**src/rtl/p_hardisc.sv**
```systemverilog
// Shared MDU definitions: function encodings, controller states and the
// decode helpers used by both the datapath and the reuse comparator.
package p_hardisc;

   typedef logic [2:0] f_part;

   localparam f_part MUL    = 3'b000;
   localparam f_part MULH   = 3'b001;
   localparam f_part MULHSU = 3'b010;
   localparam f_part MULHU  = 3'b011;
   localparam f_part DIV    = 3'b100;
   localparam f_part DIVU   = 3'b101;
   localparam f_part REM    = 3'b110;
   localparam f_part REMU   = 3'b111;

   localparam int SEEGR_CORE_WIRE = 1;

   typedef enum logic [2:0] {IDLE, PREP, CALC, CORR, DONE} mdu_state;

   function automatic logic f_is_mul(input f_part f);
      return ~f[2];
   endfunction

   // operand1 treated as signed
   function automatic logic f_sgn1(input f_part f);
      return f[2] ? ~f[0] : (f != MULHU);
   endfunction

   // operand2 treated as signed
   function automatic logic f_sgn2(input f_part f);
      return f[2] ? ~f[0] : ~f[1];
   endfunction

   // result comes from the low half of the accumulator (product low / quotient)
   function automatic logic f_sel_low(input f_part f);
      return (f == MUL) | (f[2:1] == 2'b10);
   endfunction

endpackage

```
**src/rtl/mdu_step.sv**
```systemverilog
// One CALC iteration: BPC shift-add (multiply) or compare-subtract
// (restoring divide) stages on the packed {high, low} accumulator.
module mdu_step #(
   parameter int XLEN = 32,
   parameter int BPC  = 1
)(
   input  logic                s_div_i,
   input  logic [2*XLEN-1:0]   s_acc_i,
   input  logic [XLEN-1:0]     s_opr_i,
   output logic [2*XLEN-1:0]   s_acc_o
);

   logic [2*XLEN-1:0] w_acc;
   logic [XLEN:0]     w_sum;
   logic [XLEN:0]     w_shf;

   // chain BPC single-bit stages; multiply shifts right, divide shifts left
   always_comb begin
      w_acc = s_acc_i;
      w_sum = '0;
      w_shf = '0;
      for (int i = 0; i < BPC; i++) begin
         if (s_div_i) begin
            w_shf = {w_acc[2*XLEN-1:XLEN], w_acc[XLEN-1]};
            if (w_shf >= {1'b0, s_opr_i}) begin
               w_sum = w_shf - {1'b0, s_opr_i};
               w_acc = {w_sum[XLEN-1:0], w_acc[XLEN-2:0], 1'b1};
            end else begin
               w_acc = {w_shf[XLEN-1:0], w_acc[XLEN-2:0], 1'b0};
            end
         end else begin
            w_sum = {1'b0, w_acc[2*XLEN-1:XLEN]} + (w_acc[0] ? {1'b0, s_opr_i} : '0);
            w_acc = {w_sum, w_acc[XLEN-1:1]};
         end
      end
   end

   assign s_acc_o = w_acc;

endmodule

```
**src/rtl/see_wires.sv**
```systemverilog
// Fault-injection hook point on core wires; every group is a straight
// connection in this build.
module see_wires
   import p_hardisc::*;
#(
   parameter int W     = 1,
   parameter int GROUP = SEEGR_CORE_WIRE
)(
   input  logic [W-1:0] s_d_i,
   output logic [W-1:0] s_d_o
);

   generate
      if (GROUP == SEEGR_CORE_WIRE) begin : g_core
         assign s_d_o = s_d_i;
      end else begin : g_other
         assign s_d_o = s_d_i;
      end
   endgenerate

endmodule

```
**src/rtl/mdu_radix.sv**
```systemverilog
// Iterative multiply/divide unit retiring BPC result bits per cycle, with
// optional reuse of the previous full result (product or quotient+remainder).
//
// state | meaning
// IDLE  | waiting for a request; reuse hit jumps straight to DONE
// PREP  | latch operands, take magnitudes, record signs; catch special divides
// CALC  | N = XLEN/BPC iterations of mdu_step
// CORR  | sign fix and half select into the result register
// DONE  | result valid; held while stalled
module mdu_radix
   import p_hardisc::*;
#(
   parameter int XLEN  = 32,
   parameter int BPC   = 1,
   parameter int REUSE = 1
)(
   input  logic            s_clk_i,
   input  logic            s_reset_i,
   input  logic            s_stall_i,
   input  logic            s_flush_i,
   input  logic            s_compute_i,
   input  f_part           s_function_i,
   input  logic [XLEN-1:0] s_operand1_i,
   input  logic [XLEN-1:0] s_operand2_i,
   output logic            s_finished_o,
   output logic            s_busy_o,
   output logic [XLEN-1:0] s_result_o
);

   localparam int N  = XLEN / BPC;
   localparam int CW = $clog2(N + 1);
   localparam logic [XLEN-1:0] MOST_NEG = {1'b1, {(XLEN-1){1'b0}}};

   mdu_state          r_state, w_next;
   logic [CW-1:0]     r_cnt;
   logic [2*XLEN-1:0] r_acc, w_step, w_fix;
   logic [XLEN-1:0]   r_b, r_op1, r_op2, r_result;
   logic [XLEN-1:0]   w_abs1, w_abs2, w_quot, w_rem, w_spec;
   f_part             r_func;
   logic              r_neg_q, r_neg_r, r_reuse_v, r_finished;
   logic              w_is_mul, w_neg1, w_neg2, w_dz, w_ovf, w_special, w_hit, w_div;

   assign w_is_mul  = f_is_mul(s_function_i);
   assign w_neg1    = f_sgn1(s_function_i) & s_operand1_i[XLEN-1];
   assign w_neg2    = f_sgn2(s_function_i) & s_operand2_i[XLEN-1];
   assign w_abs1    = w_neg1 ? -s_operand1_i : s_operand1_i;
   assign w_abs2    = w_neg2 ? -s_operand2_i : s_operand2_i;
   assign w_dz      = ~w_is_mul & (s_operand2_i == '0);
   assign w_ovf     = ~w_is_mul & ~s_function_i[0] & (s_operand1_i == MOST_NEG) & (&s_operand2_i);
   assign w_special = w_dz | w_ovf;
   assign w_spec    = f_sel_low(s_function_i) ? (w_dz ? {XLEN{1'b1}} : MOST_NEG)
                                              : (w_dz ? s_operand1_i : '0);

   // the stored accumulator holds the whole sign-corrected result, so any op
   // of the same class and sign mode can pick its half without recomputing
   assign w_hit = (REUSE != 0) & r_reuse_v
                & (s_operand1_i == r_op1) & (s_operand2_i == r_op2)
                & (w_is_mul == f_is_mul(r_func))
                & (f_sgn1(s_function_i) == f_sgn1(r_func))
                & (f_sgn2(s_function_i) == f_sgn2(r_func));

   assign w_div  = ~f_is_mul(r_func);
   assign w_quot = r_neg_q ? -r_acc[XLEN-1:0] : r_acc[XLEN-1:0];
   assign w_rem  = r_neg_r ? -r_acc[2*XLEN-1:XLEN] : r_acc[2*XLEN-1:XLEN];
   assign w_fix  = w_div ? {w_rem, w_quot} : (r_neg_q ? -r_acc : r_acc);

   mdu_step #(.XLEN(XLEN), .BPC(BPC)) u_step (
      .s_div_i (w_div),
      .s_acc_i (r_acc),
      .s_opr_i (r_b),
      .s_acc_o (w_step)
   );

   // state register
   always_ff @(posedge s_clk_i) begin
      if (s_reset_i) r_state <= IDLE;
      else           r_state <= w_next;
   end

   // next-state; flush overrides every other transition
   always_comb begin
      w_next = r_state;
      case (r_state)
         IDLE:    if (s_compute_i) w_next = w_hit ? DONE : PREP;
         PREP:    w_next = w_special ? DONE : CALC;
         CALC:    if (r_cnt == CW'(1)) w_next = CORR;
         CORR:    w_next = DONE;
         DONE:    if (!s_stall_i) w_next = IDLE;
         default: w_next = IDLE;
      endcase
      if (s_flush_i) w_next = IDLE;
   end

   // control registers: iteration down-counter, reuse validity, result, finished
   always_ff @(posedge s_clk_i) begin
      if (s_reset_i) begin
         r_cnt      <= '0;
         r_reuse_v  <= 1'b0;
         r_finished <= 1'b0;
         r_result   <= '0;
      end else begin
         r_finished <= (w_next == DONE);
         if (r_state == PREP)      r_cnt <= CW'(N);
         else if (r_state == CALC) r_cnt <= r_cnt - CW'(1);
         if (s_flush_i)                                        r_reuse_v <= 1'b0;
         else if (r_state == IDLE && s_compute_i && !w_hit)    r_reuse_v <= 1'b0;
         else if (r_state == CORR)                             r_reuse_v <= 1'b1;
         if (r_state == IDLE && s_compute_i && w_hit)
            r_result <= f_sel_low(s_function_i) ? r_acc[XLEN-1:0] : r_acc[2*XLEN-1:XLEN];
         else if (r_state == PREP && w_special)
            r_result <= w_spec;
         else if (r_state == CORR)
            r_result <= f_sel_low(r_func) ? w_fix[XLEN-1:0] : w_fix[2*XLEN-1:XLEN];
      end
   end

   // datapath registers; multiplier goes in the low half, dividend likewise
   always_ff @(posedge s_clk_i) begin
      case (r_state)
         PREP: begin
            r_op1   <= s_operand1_i;
            r_op2   <= s_operand2_i;
            r_func  <= s_function_i;
            r_neg_q <= w_neg1 ^ w_neg2;
            r_neg_r <= w_neg1;
            r_b     <= w_is_mul ? w_abs1 : w_abs2;
            r_acc   <= {{XLEN{1'b0}}, (w_is_mul ? w_abs2 : w_abs1)};
         end
         CALC:    r_acc <= w_step;
         CORR:    r_acc <= w_fix;
         default: ;
      endcase
   end

   assign s_busy_o = (r_state != IDLE);

   see_wires #(.W(XLEN), .GROUP(SEEGR_CORE_WIRE)) u_see_result (
      .s_d_i (r_result),
      .s_d_o (s_result_o)
   );

   see_wires #(.W(1), .GROUP(SEEGR_CORE_WIRE)) u_see_finished (
      .s_d_i (r_finished),
      .s_d_o (s_finished_o)
   );

endmodule

```
**config.mk**
```make
export PLATFORM = sky130hd
export DESIGN_NAME = mdu_radix
export DESIGN_NICKNAME = d
export VERILOG_FILES = /design/src/rtl/p_hardisc.sv /design/src/rtl/mdu_step.sv /design/src/rtl/see_wires.sv /design/src/rtl/mdu_radix.sv
export SDC_FILE = /design/constraint.sdc
export NUM_CORES = 1
export LEC_CHECK = 0
export ABC_CLOCK_PERIOD_IN_PS = 13300
export CAP_MARGIN = 20
export CELL_PAD_IN_SITES_DETAIL_PLACEMENT = 1
export CELL_PAD_IN_SITES_GLOBAL_PLACEMENT = 2
export CORE_MARGIN = 2
export CORE_UTILIZATION = 29
export CTS_CLUSTER_DIAMETER = 30
export DETAILED_ROUTE_END_ITERATION = 10
export PLACE_DENSITY_LB_ADDON = 0.12
export SYNTH_ARGS = -nofsm -noshare
export SYNTH_HDL_FRONTEND = slang
export SYNTH_HIERARCHICAL = 1
export SYNTH_SLANG_ARGS = --single-unit
```
**constraint.sdc**
```tcl
create_clock -name s_clk_i -period 13.3 [get_ports s_clk_i]
set_input_delay 2.66 -clock s_clk_i [delete_from_list [all_inputs] [get_ports s_clk_i]]
set_output_delay 2.66 -clock s_clk_i [all_outputs]
set_load 0.1 [all_outputs]
```
==> reports/results.txt <==
The run finished with clean final reports. The pin count of the biggest net entering global routing was 109. The multi-input combinational cells in the finished layout cover a total of 12600 sq um. The average via count per standard cell was 5.78; the count of cells along the worst register-to-register path was 13.

The worst clock skew came out at 0.0427 ns. The logs give 0 for the number of nets with antenna violations after detailed routing and 48300 microns for the routed length on met2. After clock tree synthesis, the flow added hold-fix buffers numbering 0.

Cell type with the highest aggregate area in the netlist: sky130_fd_sc_hd__edfxtp_1. Setup violations remaining at the end of the flow were counted as 0. After synthesis, the share of flip-flops with an asynchronous set or reset is 0%. The analysis attributes to net switching a power of 826 uW. The number of nets in the synthesized netlist is 2468. The tools report the reported leakage power as 0.00850 uW.

The tools report the cell area after placement as 21100 sq um. The tools report the total I/O pin count as 106. The met1 wire length was 41500 microns; the HPWL reported at the end of detailed placement was 79000 microns.

In the routed design, unresolved DRC markers number 0. The logs give 0 for the number of pins with negative max-slew slack in the final report and 1168 for the violation count after the first detailed-route iteration. The post-synthesis sequential element count works out to 208.

The die covers 69100 sq um. Wire segments on met3 add up to 4160 microns in the final route. In this run the worst hold path is classified as reg2reg.

Of the available clock period, the critical path in the final layout requires 50.2%. The fraction of layout cells with a size suffix above 1 works out to 9.88%. For the tightest slew margin relative to the limit, the log shows 26.0%. Per report_power, the sequential group accounts for 28.3% of the total.

Data arrives at the worst endpoint at 7.18 ns. The clock root buffer was sky130_fd_sc_hd__clkbuf_16. The run gives 19600 as the via count of the first global-routing pass. The highest metal layer used by the detailed router is met4. In the final routed layout, each cell accounts on average for 30.3 microns. The buffers inserted during post-CTS setup optimization is 0.

Of the total power, the share spent switching nets is 30.5%. The category of the critical setup timing path is in2reg. The total count of hold-check failures in the final report was 0.

At the pin with the least slew margin, the transition time is 1.09 ns. After synthesis, the largest area contributor takes up 25.5% of total cell area. Based on the critical path, the design can be clocked at up to 0.150 GHz. Global routing used 28.2% of the available tracks across all layers. The first global-routing pass estimated 143000 microns of wire. In this run the worst path has a maximum fanout of 23. For this block, the routed nets add up to 99400 microns of wire. The destination of the worst hold path was r_result[1]$_SDFFE_PP0P_. After the flow finishes, the layout carries non-filler instances totaling 3275. The net count of the finished layout is 2505. The first TritonRoute pass finished after 7 iterations. The floorplan die width came out at 263 microns.

The worst-case register-to-register setup slack came out at 8.55 ns. For the finished layout, the period the worst path requires is 6.67 ns. Summed over all layers, the global routing overflow is 0. The layout overhead on the synthesized area works out to 19.3%. Starting density of the core: 29.4%.

The die span in y is 263 microns. Setup repair after global routing left no endpoint under its margin. IR analysis of the VDD net gives a maximum drop of 0.0000886 V. The mapped netlist covers 19400 sq um. After clock tree synthesis, the repair step resized 0 gates. Hold timing on the final database bottoms out at a slack of 0.454 ns. The final RePlAce weighted congestion is 0.908.

The share of the yosys chip area belonging to registers is 29.9%. Initial antenna violation count: 1. Clock latency on the worst-skew pair, taken at its later pin, is 0.63 ns.

Averaged over all synthesized cells, the footprint is 8.36 sq um. The final cell utilization of the core came out at 35.1%. The logs give 5820 sq um for the area occupied by registers and 2 for the number of H-tree branching levels. The logs give 1890 uW for the internal power and 3161 for the cell total after placement. The nature of the critical path startpoint was a primary input. The clock network burns 53.4% of the power. The startpoint identified for the worst register-to-register timing path is r_acc[32]$_DFFE_PP_. The floorplan step defined a core boundary enclosing 66100 sq um. The combinational fraction of design power is 18.3%, and the number of fill cells is 7722. The finished layout cell area is 23200 sq um, and the number of buffers added on ports is 105. The worst hold path passes through 2 cells. The clock net in this run drives a total of 208 sinks. Most common flop cell mapped by yosys: sky130_fd_sc_hd__edfxtp_1. The clock edge transition at the registers on the reported setup and hold paths is 0.05 ns, and the number of flops mapped to enable cells by yosys is 165. Adding up every negative setup slack in the final design gives 0 ns.

The kind of end point of the critical path is a register. The power per cell area came out at 117 nW/um^2. In this run the worst setup path begins at s_operand1_i[12]. The run gives 91 as the unique cell type count in the Yosys netlist. Counting the buffers created by CTS gives 59. The number of vias after detailed routing came out at 18900. The clock passes through at most 3 buffers. Max-cap violations in this run came to 0. The tools report the capture point of the worst reg-to-reg path as r_acc[55]$_DFFE_PP_. The number of standard cells after synthesis is 2323, and the total number of placement rows is 94.

After synthesis, the cell types taking the most area are sky130_fd_sc_hd__edfxtp_1 (26%), sky130_fd_sc_hd__mux2i_1 (5.0%), sky130_fd_sc_hd__xnor2_1 (4.7%). The count of yosys warnings during synthesis was 6. TritonCTS built the clock tree. For the worst setup path, the data required time is 13.80 ns.

The startpoint identified for the worst hold timing path is r_result[1]$_SDFFE_PP0P_.
## state kept, by name, indices dropped and copies added (netlist names)
| register | cells |
|---|---|
| r_reuse_v | 1 |
| r_state | 3 |
| r_cnt | 6 |
| r_acc | 64 |
| r_func | 3 |
| r_finished | 1 |
| r_op1 | 32 |
| r_neg_r | 1 |
| r_b | 32 |
| r_neg_q | 1 |
| r_result | 32 |
| r_op2 | 32 |
## placed cells by master (no fill, tap or decap), drive strengths merged, types with 43 or more instances in the layout
cell / instances
mux2: 50
nor2: 228
nor3: 44
nand2b: 74
a21oi: 183
nand3: 53
nor4: 51
clkbuf: 76
edfxtp: 165
xor2: 101
o21ai: 139
nand4: 54
clkdlybuf4s50: 104
inv: 76
xnor2: 105
mux2i: 97
ha: 71
dfxtp: 43
nand2: 156
## per-stage QoR
stage / worst slack (ns) / power (uW)
final: 6.63 / 2710
after global routing: 6.34 / 2800
after floorplan: 8.05 / 1050
after global placement: 5.97 / 1270
after CTS: 6.42 / 2730
after detailed placement: 5.78 / 1270
## power groups by stage
stage                     Combinational (uW)  Sequential, uW  Clock (uW)
after floorplan                          290             761           0
after global placement                   488             778           0
after detailed placement                 491             779           0
after CTS                                494             768        1470
after global routing                     529             770        1500
final                                    497             769        1450
## metal layers
metal  vias to the layer above  track usage (%)
met1                      9606             34.0
met3                       171             3.67
li1                       8659                -
met5                         -                0
met2                       505             49.4
met4                         0             13.7
## logic make-up (layout without fill, tap and decap cells)
group	after synthesis	count (layout)	synth area share, %
other cells	0	1	0
buf+inv	242	329	5.47
flops	208	208	29.9
simple gates	839	839	22.5
compound gates	608	608	20.2
xor+xnor	206	206	9.29
fa+ha+maj	73	73	4.78
mux	147	147	7.90
## cell usage after synthesis (8+ instances only)
library cell and instances:
sky130_fd_sc_hd__nor2_1 228, sky130_fd_sc_hd__nor4_1 45, sky130_fd_sc_hd__a211oi_1 35, sky130_fd_sc_hd__nand4b_1 10
sky130_fd_sc_hd__buf_1 17, sky130_fd_sc_hd__ha_1 71, sky130_fd_sc_hd__inv_1 73, sky130_fd_sc_hd__and2_1 41
sky130_fd_sc_hd__nor2b_1 17, sky130_fd_sc_hd__or4_1 26, sky130_fd_sc_hd__or2_2 11, sky130_fd_sc_hd__o21a_1 13
sky130_fd_sc_hd__a21oi_1 183, sky130_fd_sc_hd__edfxtp_1 165, sky130_fd_sc_hd__buf_4 36, sky130_fd_sc_hd__dfxtp_1 43
sky130_fd_sc_hd__clkbuf_1 102, sky130_fd_sc_hd__a21o_1 38, sky130_fd_sc_hd__o211ai_1 18, sky130_fd_sc_hd__or3_1 26
sky130_fd_sc_hd__a22o_1 8, sky130_fd_sc_hd__o41ai_1 21, sky130_fd_sc_hd__xnor2_1 105, sky130_fd_sc_hd__o21bai_1 13
sky130_fd_sc_hd__buf_2 9, sky130_fd_sc_hd__o31ai_1 26, sky130_fd_sc_hd__o21ai_0 132, sky130_fd_sc_hd__xor2_1 101
sky130_fd_sc_hd__mux2i_1 97, sky130_fd_sc_hd__nand4_1 54, sky130_fd_sc_hd__nor3_1 44, sky130_fd_sc_hd__mux2_2 49
sky130_fd_sc_hd__a211o_1 9, sky130_fd_sc_hd__nand2_1 156, sky130_fd_sc_hd__nand3_1 53, sky130_fd_sc_hd__a31oi_1 25
sky130_fd_sc_hd__nand2b_1 74, sky130_fd_sc_hd__and3_1 10
## area by class of cell
| class | count | area share, % |
|---|---|---|
| Antenna cell | 1 | 0.0108 |
| Sequential cell | 208 | 25.1 |
| Timing Repair Buffer | 141 | 5.82 |
| Tap cell | 864 | 4.66 |
| Multi-Input combinational cell | 1873 | 54.3 |
| Inverter | 77 | 1.26 |
| Clock buffer | 76 | 7.28 |
| Clock inverter | 35 | 1.58 |
## worst max-delay path, stage by stage
cell	delay, ns
sky130_fd_sc_hd__clkdlybuf4s50_1	0.57
sky130_fd_sc_hd__or4_1	0.67
sky130_fd_sc_hd__nor4bb_1	0.95
sky130_fd_sc_hd__nand4_1	0.19
sky130_fd_sc_hd__o21ai_1	0.82
sky130_fd_sc_hd__nand2b_1	0.29
sky130_fd_sc_hd__or2_1	0.48
sky130_fd_sc_hd__buf_16	0.22
sky130_fd_sc_hd__nor2_1	0.05
sky130_fd_sc_hd__a2111oi_0	0.25
## how the worst max path moves through the flow
stage / end / slack [ns] / depth (start not counted)
finish: r_result[14]$_SDFFE_PP0P_ / 6.63 / 10
global route: r_result[14]$_SDFFE_PP0P_ / 6.34 / 10
CTS: r_result[0]$_SDFFE_PP0P_ / 6.42 / 9
detailed placement: r_result[0]$_SDFFE_PP0P_ / 5.78 / 9
global placement: r_result[27]$_SDFFE_PP0P_ / 5.97 / 9
floorplan: r_result[27]$_SDFFE_PP0P_ / 8.05 / 11
(Power assumes the default switching activity.)
